===== config.mk =====
export PLATFORM = sky130hd
export DESIGN_NAME = rasterizer_backend_span
export DESIGN_NICKNAME = d
export VERILOG_FILES = /design/src/rtl/rasterizer_backend_span.sv
export SDC_FILE = /design/constraint.sdc
export NUM_CORES = 2
export LEC_CHECK = 0
export ABC_AREA = 1
export BUFFER_PORTS_ARGS = -buffer_cell sky130_fd_sc_hd__buf_2
export CAP_MARGIN = 15
export CORE_MARGIN = 2
export CORE_UTILIZATION = 60
export CTS_CLUSTER_SIZE = 28
export DETAILED_ROUTE_END_ITERATION = 8
export GPL_TIMING_DRIVEN = 0
export PLACE_DENSITY_LB_ADDON = 0.05
export SYNTH_ARGS = -nofsm -noshare
export SYNTH_HDL_FRONTEND = slang
export SYNTH_SLANG_ARGS = --single-unit

===== constraint.sdc =====
create_clock -name clk -period 17.9 [get_ports clk]
set_input_delay 0 -clock clk [delete_from_list [all_inputs] [get_ports clk]]
set_output_delay 0 -clock clk [all_outputs]
set_load 0.02 [all_outputs]

===== src/rtl/rasterizer_backend_span.sv =====
// Span rasterizer back end: steps edges/z across a bbox, LANES pixels per beat.
// Option RASTER_EDGE_INCLUSIVE_EN: edge test is >= 0 instead of > 0.
module rasterizer_backend_span #(
  parameter int DATAWIDTH     = 12,
  parameter int COLORWIDTH    = 4,
  parameter int SCREEN_WIDTH  = 320,
  parameter int SCREEN_HEIGHT = 320,
  parameter int ADDRWIDTH     = 17,
  parameter int IDWIDTH       = 16,
  parameter int LANES         = 4
) (
  input  logic                           clk,
  input  logic                           rstn,
  input  logic [1:0][DATAWIDTH-1:0]      bb_tl,
  input  logic [1:0][DATAWIDTH-1:0]      bb_br,
  input  logic [2*DATAWIDTH-1:0]         edge_val0,
  input  logic [2*DATAWIDTH-1:0]         edge_val1,
  input  logic [2*DATAWIDTH-1:0]         edge_val2,
  input  logic [1:0][DATAWIDTH-1:0]      edge_delta0,
  input  logic [1:0][DATAWIDTH-1:0]      edge_delta1,
  input  logic [1:0][DATAWIDTH-1:0]      edge_delta2,
  input  logic [DATAWIDTH-1:0]           z,
  input  logic [1:0][DATAWIDTH-1:0]      z_delta,
  input  logic [IDWIDTH-1:0]             id,
  input  logic                           i_dv,
  input  logic                           i_last,
  output logic                           ready,
  output logic                           o_valid,
  input  logic                           o_ready,
  output logic [ADDRWIDTH-1:0]           o_addr,
  output logic [LANES-1:0]               o_mask,
  output logic [LANES*DATAWIDTH-1:0]     o_depth,
  output logic [COLORWIDTH-1:0]          o_color,
  output logic                           done,
  output logic                           finished
);
  localparam int DW = DATAWIDTH;
  localparam int EW = 2 * DATAWIDTH;
  localparam int XW = DATAWIDTH + 2;
  localparam int AW = ADDRWIDTH;

  typedef enum logic [1:0] {IDLE, SETUP, RASTER, DONE} state_t;

  state_t               state_q;
  logic signed [XW-1:0] tlx_q, tly_q, brx_q, bry_q;
  logic signed [XW-1:0] x_q, y_q;
  logic signed [EW-1:0] dx_q [3];
  logic signed [EW-1:0] dy_q [3];
  logic signed [EW-1:0] e_q [3];
  logic signed [EW-1:0] re_q [3];
  logic signed [EW-1:0] estr_q [3];
  logic signed [EW-1:0] eoff_q [3][LANES];
  logic [DW-1:0]        zx_q, zy_q, z_q, rz_q, zstr_q;
  logic [DW-1:0]        zoff_q [LANES];
  logic [AW-1:0]        addr_q, raddr_q;
  logic                 more_q, last_q;

  logic [EW-1:0]        ev_w [3];
  logic [1:0][DW-1:0]   ed_w [3];
  logic [LANES-1:0]     mask_c;
  logic [LANES*DW-1:0]  depth_c;
  logic                 unused_w;

  assign ev_w[0] = edge_val0;
  assign ev_w[1] = edge_val1;
  assign ev_w[2] = edge_val2;
  assign ed_w[0] = edge_delta0;
  assign ed_w[1] = edge_delta1;
  assign ed_w[2] = edge_delta2;
  assign ready   = (state_q == IDLE);
  assign unused_w = ^{id, SCREEN_HEIGHT[0]};

  // Per-lane coverage and depth for the beat at the cursor.
  always_comb begin
    logic signed [XW-1:0] lx;
    logic signed [EW-1:0] le;
    logic                 cov;
    mask_c  = '0;
    depth_c = '0;
    lx      = '0;
    le      = '0;
    cov     = 1'b0;
    for (int k = 0; k < LANES; k++) begin
      lx  = x_q + XW'(k);
      cov = (lx <= brx_q);
      for (int j = 0; j < 3; j++) begin
        le = e_q[j] + eoff_q[j][k];
`ifdef RASTER_EDGE_INCLUSIVE_EN
        cov = cov && (le >= 0);
`else
        cov = cov && (le > 0);
`endif
      end
      mask_c[k] = cov;
      depth_c[k*DW +: DW] = z_q + zoff_q[k];
    end
  end

  // Triangle FSM, cursor stepping and registered beat outputs.
  always_ff @(posedge clk) begin
    if (!rstn) begin
      state_q  <= IDLE;
      o_valid  <= 1'b0;
      o_mask   <= '0;
      o_addr   <= '0;
      o_depth  <= '0;
      o_color  <= '0;
      done     <= 1'b0;
      finished <= 1'b0;
      more_q   <= 1'b0;
      last_q   <= 1'b0;
    end else begin
      done     <= 1'b0;
      finished <= 1'b0;
      unique case (state_q)
        IDLE: begin
          if (i_dv) begin
            tlx_q   <= XW'($signed(bb_tl[0]));
            tly_q   <= XW'($signed(bb_tl[1]));
            brx_q   <= XW'($signed(bb_br[0]));
            bry_q   <= XW'($signed(bb_br[1]));
            x_q     <= XW'($signed(bb_tl[0]));
            y_q     <= XW'($signed(bb_tl[1]));
            for (int j = 0; j < 3; j++) begin
              dx_q[j] <= EW'($signed(ed_w[j][0]));
              dy_q[j] <= EW'($signed(ed_w[j][1]));
              e_q[j]  <= $signed(ev_w[j]);
              re_q[j] <= $signed(ev_w[j]);
            end
            zx_q    <= z_delta[0];
            zy_q    <= z_delta[1];
            z_q     <= z;
            rz_q    <= z;
            o_color <= id[COLORWIDTH-1:0];
            last_q  <= i_last;
            state_q <= SETUP;
          end
        end
        SETUP: begin
          for (int j = 0; j < 3; j++) begin
            estr_q[j] <= dx_q[j] * EW'(LANES);
            for (int k = 0; k < LANES; k++)
              eoff_q[j][k] <= dx_q[j] * EW'(k);
          end
          zstr_q <= zx_q * DW'(LANES);
          for (int k = 0; k < LANES; k++)
            zoff_q[k] <= zx_q * DW'(k);
          addr_q  <= AW'(tly_q) * AW'(SCREEN_WIDTH) + AW'(tlx_q);
          raddr_q <= AW'(tly_q) * AW'(SCREEN_WIDTH) + AW'(tlx_q);
          more_q  <= 1'b1;
          if (brx_q < tlx_q || bry_q < tly_q)
            state_q <= DONE;
          else
            state_q <= RASTER;
        end
        RASTER: begin
          if (!o_valid || o_ready) begin
            if (more_q) begin
              o_valid <= 1'b1;
              o_addr  <= addr_q;
              o_mask  <= mask_c;
              o_depth <= depth_c;
              if (x_q + XW'(LANES) > brx_q) begin
                if (y_q == bry_q) begin
                  more_q <= 1'b0;
                end else begin
                  y_q     <= y_q + XW'(1);
                  x_q     <= tlx_q;
                  for (int j = 0; j < 3; j++) begin
                    re_q[j] <= re_q[j] + dy_q[j];
                    e_q[j]  <= re_q[j] + dy_q[j];
                  end
                  rz_q    <= rz_q + zy_q;
                  z_q     <= rz_q + zy_q;
                  raddr_q <= raddr_q + AW'(SCREEN_WIDTH);
                  addr_q  <= raddr_q + AW'(SCREEN_WIDTH);
                end
              end else begin
                x_q    <= x_q + XW'(LANES);
                for (int j = 0; j < 3; j++)
                  e_q[j] <= e_q[j] + estr_q[j];
                z_q    <= z_q + zstr_q;
                addr_q <= addr_q + AW'(LANES);
              end
            end else begin
              o_valid <= 1'b0;
              state_q <= DONE;
            end
          end
        end
        DONE: begin
          done     <= 1'b1;
          finished <= last_q;
          state_q  <= IDLE;
        end
        default: state_q <= IDLE;
      endcase
    end
  end
endmodule


==> results.md <==
* Run status: finished clean
* Maximum number of pins on one net before global-route repair at 71
* Met3 Track Usage GR at 0.0868
* Leak Pwr at 27.4 nW
* Average footprint of a synthesized cell at 7.53 sq um
* GRT Resource Usage Total at 0.413
* Share of async-settable or async-resettable flops after synthesis at 0
* First drt pass iteration count at 9
* List of cells traversed by the critical path: ha_1 > nand2_1 > inv_1 > nand2_1 > nor2_1 > xor2_1 > inv_1 > ha_1 > nand4_1 > nor3_2 > nand2_1 > nand2_1 > xnor2_2 > nand2_2 > nor2_4 > buf_4 > nor2_1 > inv_4 > nand2_1 > inv_1
* Die span in x at 288 um
* Total clock buffers created by CTS at 69
* TritonCTS clock tree: yes
* Slack of the critical path at 12.30 ns
* Starting density of the core at 0.602
* Highest fanout seen on the critical path at 29
* Startpoint-to-endpoint class of the critical path: register to register
* Clock insertion delay at the later pin of the skew report at 0.66 ns
* Fraction of the cycle the final worst path needs at 0.313
* Count of final setup violators at 0
* IR drop worst, VDD at 105 uV
* Register clock-pin slew on the reported worst setup and hold paths at 0.06 ns
* Setup Total Neg Slack at 0 ns
* Dominant delay contributor by cell family on the critical path: simple AND/OR/NAND/NOR gates
* Via count of the first global-routing pass at 45900
* DP Area at 51500 sq um
* Fraction of met2 tracks used by global routing at 0.646
* Met1 track demand over resource at 0.547
* Total design power at 7.56 mW
* Initial antenna violation count at 10
* Placed cells at 7795
* Combined area of all synthesized cells at 48300 sq um
* Max stage delay on crit path at 0.62 ns
* Pre-CTS setup slack at 12.63 ns
* Clock root buffer: clkbuf_16
* Post-synthesis net count at 7208
* Finished Core Util at 0.700
* Buf+Inv Stages, Crit Path at 5
* Cts repair resizes at 0
* Min-delay src: edge_delta0[7]
* Top cells by area in the synthesized netlist: edfxtp_1 (31%), ha_1 (14%), nand2_1 (13%)
* Iteration-0 DRC count of the detailed router at 5667
* FF/Latch Area at 16600 sq um
* GPL Wtd Cong at 1.02
* Number of nets at the end of the flow at 7846
* Final wirelength at 176000 um
* Final global-route overflow total at 0
* Multi-input gate area at 27800 sq um
* Detailed-placement wirelength estimate at 131000 um
* Rows at 104
* CTS sink count at 580
* Max-slew headroom at 0.281
* Pwr per Cell Area at 135 nW/um^2
* Path class of the lowest-slack min-delay path: input pin to register
* Warnings, synthesis at 0
* Minimum hold slack at 0.0484 ns
* Standard cell with the maximum stage delay on the critical path: edfxtp_1
* Maximum count of clock buffers along a single path at 3
* Growth of design area from synthesis to finish at 16.3%
* Worst-margin pin slew at 1.07 ns
* Startpoint of the lowest-slack register-to-register path: x_q[2]
* Via density per instance at 5.92
* Top Usage Layer GRT: met2
* Ratio of cells with drive above 1 in the final layout at 0.0780
* Total die area at 82800 sq um
* Max H-tree Level at 3
* Count of vias placed by the detailed router at 48400
* Worst Clk Skew at 0.0559 ns
* Top Ports at 326
* Hold violation total from the final report at 0
* Area of the core region at 80200 sq um
* Fmax at 0.178 GHz
* Critical Path RT at 18.17 ns
* Post-synthesis sequential area ratio at 0.345
* EDFF count, synth at 502
* Number of standard cells in the final layout excluding fillers at 8170
* RSZ-0062 raised after global routing: false
* Count of mapped cells out of synthesis at 6411
* Commonest register cell after synthesis: edfxtp_1
* Dominant cell type by area after synthesis: edfxtp_1
* Element type at the critical path end: register
* Number of max-slew violations in the final report at 0
* Number of inserted filler cells in the final layout at 6405
* Most frequent CP cell: nand2_1
* Yosys top cell area share at 0.312
* Number of synthesized register bits at 580
* Final critical-path required period at 5.60 ns
* Final design instance area without fill at 56100 sq um
* Detail-routed net length per standard cell at 21.5 um
* Startpoint kind of the worst setup timing path: register
* Height of the chip at 288 um
* Distinct cells, synth at 61
* Number of nets with antenna violations after detailed routing at 0
* DRC Markers at 0
* Wire length of the first global-routing pass at 262000 um
* Count of input and output buffers at 313
* Reported max-cap violation count at 0
* Startpoint of the most critical setup path: x_q[2]
* Data arrival at the endpoint of the critical path at 5.88 ns
repair_timing:
item	CTS	global route
hold endpoints to repair	364	0
endpoints found under the setup margin	0	0
hold buffers	242	0
setup buffers	0	0
kinds of logic (layout without fill, tap and decap cells):
logic type / after synthesis / count (layout) / share of synthesized area
other: 0 / 5 / 0
flip-flops: 580 / 580 / 0.345
AO/OA/AOI/OAI: 993 / 993 / 0.114
XOR/XNOR: 340 / 340 / 0.0618
buffers and inverters: 1010 / 1704 / 0.0811
adder cells (fa/ha/maj): 548 / 548 / 0.146
multiplexers: 3 / 3 / 0.000622
AND/OR/NAND/NOR: 2937 / 2937 / 0.252
worst register-to-register path: stages (launching register included):
cell	delay, ns
edfxtp_1	0.62
ha_1	0.39
nand2_1	0.18
inv_1	0.11
nand2_1	0.08
nor2_1	0.27
xor2_1	0.52
inv_1	0.10
ha_1	0.30
nand4_1	0.14
nor3_2	0.19
nand2_1	0.11
nand2_1	0.12
xnor2_2	0.14
nand2_2	0.15
nor2_4	0.42
buf_4	0.33
nor2_1	0.14
inv_4	0.41
nand2_1	0.10
inv_1	0.42
Yosys cell counts, types with 38 or more instances:
| cell type | count |
|---|---|
| o21ai_0 | 299 |
| o21bai_1 | 38 |
| nand3_1 | 354 |
| o21ai_1 | 84 |
| a21oi_1 | 410 |
| inv_1 | 901 |
| xor2_1 | 252 |
| nand2_1 | 1702 |
| clkbuf_1 | 39 |
| edfxtp_1 | 502 |
| ha_1 | 522 |
| nor3_1 | 72 |
| nor2_1 | 593 |
| nand4_1 | 100 |
| dfxtp_1 | 78 |
| xnor2_1 | 87 |
| o21a_1 | 51 |
per-layer routing:
| layer | vias up | routed length, um |
|---|---|---|
| met5 | - | 30 |
| met4 | 6 | 9570 |
| met3 | 567 | 19600 |
| met2 | 2870 | 77000 |
| met1 | 22400 | 69800 |
| li1 | 22600 | - |
area by class of cell:
type	instances	area share
diodes	5	0.000223
multi-input cells	4821	0.494
clock buffers	89	0.0330
clock inverters	38	0.00677
inverters	915	0.0613
repair buffers	567	0.0758
plain buffers	95	0.00860
flip-flops and latches	580	0.296
well taps	1060	0.0236
where the power goes:
group | total (mW) | switching, mW | internal, mW
registers | 2.15 | 0.299 | 1.85
logic | 3.98 | 2.63 | 1.35
clock network | 1.43 | 0.640 | 0.790
total | 7.56 | 3.57 | 3.99
flip-flops by register name, summed over array words and instances, names as in the netlist, 9 cells and up:
register and cells:
re_q 72, e_q 72, brx_q 12, zstr_q 9
dx_q 36, raddr_q 17, dy_q 36, eoff_q 69
rz_q 12, zoff_q 14, zx_q 12, estr_q 36
x_q 14, tly_q 12, addr_q 17, y_q 14
z_q 12, tlx_q 12, o_depth 46, zy_q 12
o_addr 17, bry_q 12
cell usage in the layout (no fill, tap or decap), types with 7 or more instances in the layout:
master	count
nand2_1	1701
ha_1	522
or2_1	11
clkinv_2	14
buf_2	346
a21boi_0	9
inv_2	8
xor2_1	252
nor2_1	589
clkbuf_1	54
buf_4	14
nand4_1	100
xnor2_1	87
o31ai_1	10
o211ai_1	18
o21ai_0	299
edfxtp_1	502
a21oi_2	7
or2_2	18
nor3_1	72
and2_1	14
inv_1	899
a21oi_1	410
clkinv_1	13
a21o_1	19
fa_1	26
nand3b_1	25
o21bai_1	38
dlygate4sd3_1	242
nor2_2	13
a211oi_1	9
nor4_1	18
nand3_1	354
a31oi_1	11
dfxtp_1	78
o21a_1	51
clkbuf_16	70
o21ai_1	84
path summary, 6_finish.rpt:
check	cells after the start	slack [ns]	to
setup / recovery	20	12.30	e_q[0][48]
hold / removal	2	0.05	dx_q[0][7]
setup reg to reg	20	12.30	e_q[0][48]
hold reg to reg	0	0.46	estr_q[0][0]
Power figures use the tool's default switching activity.
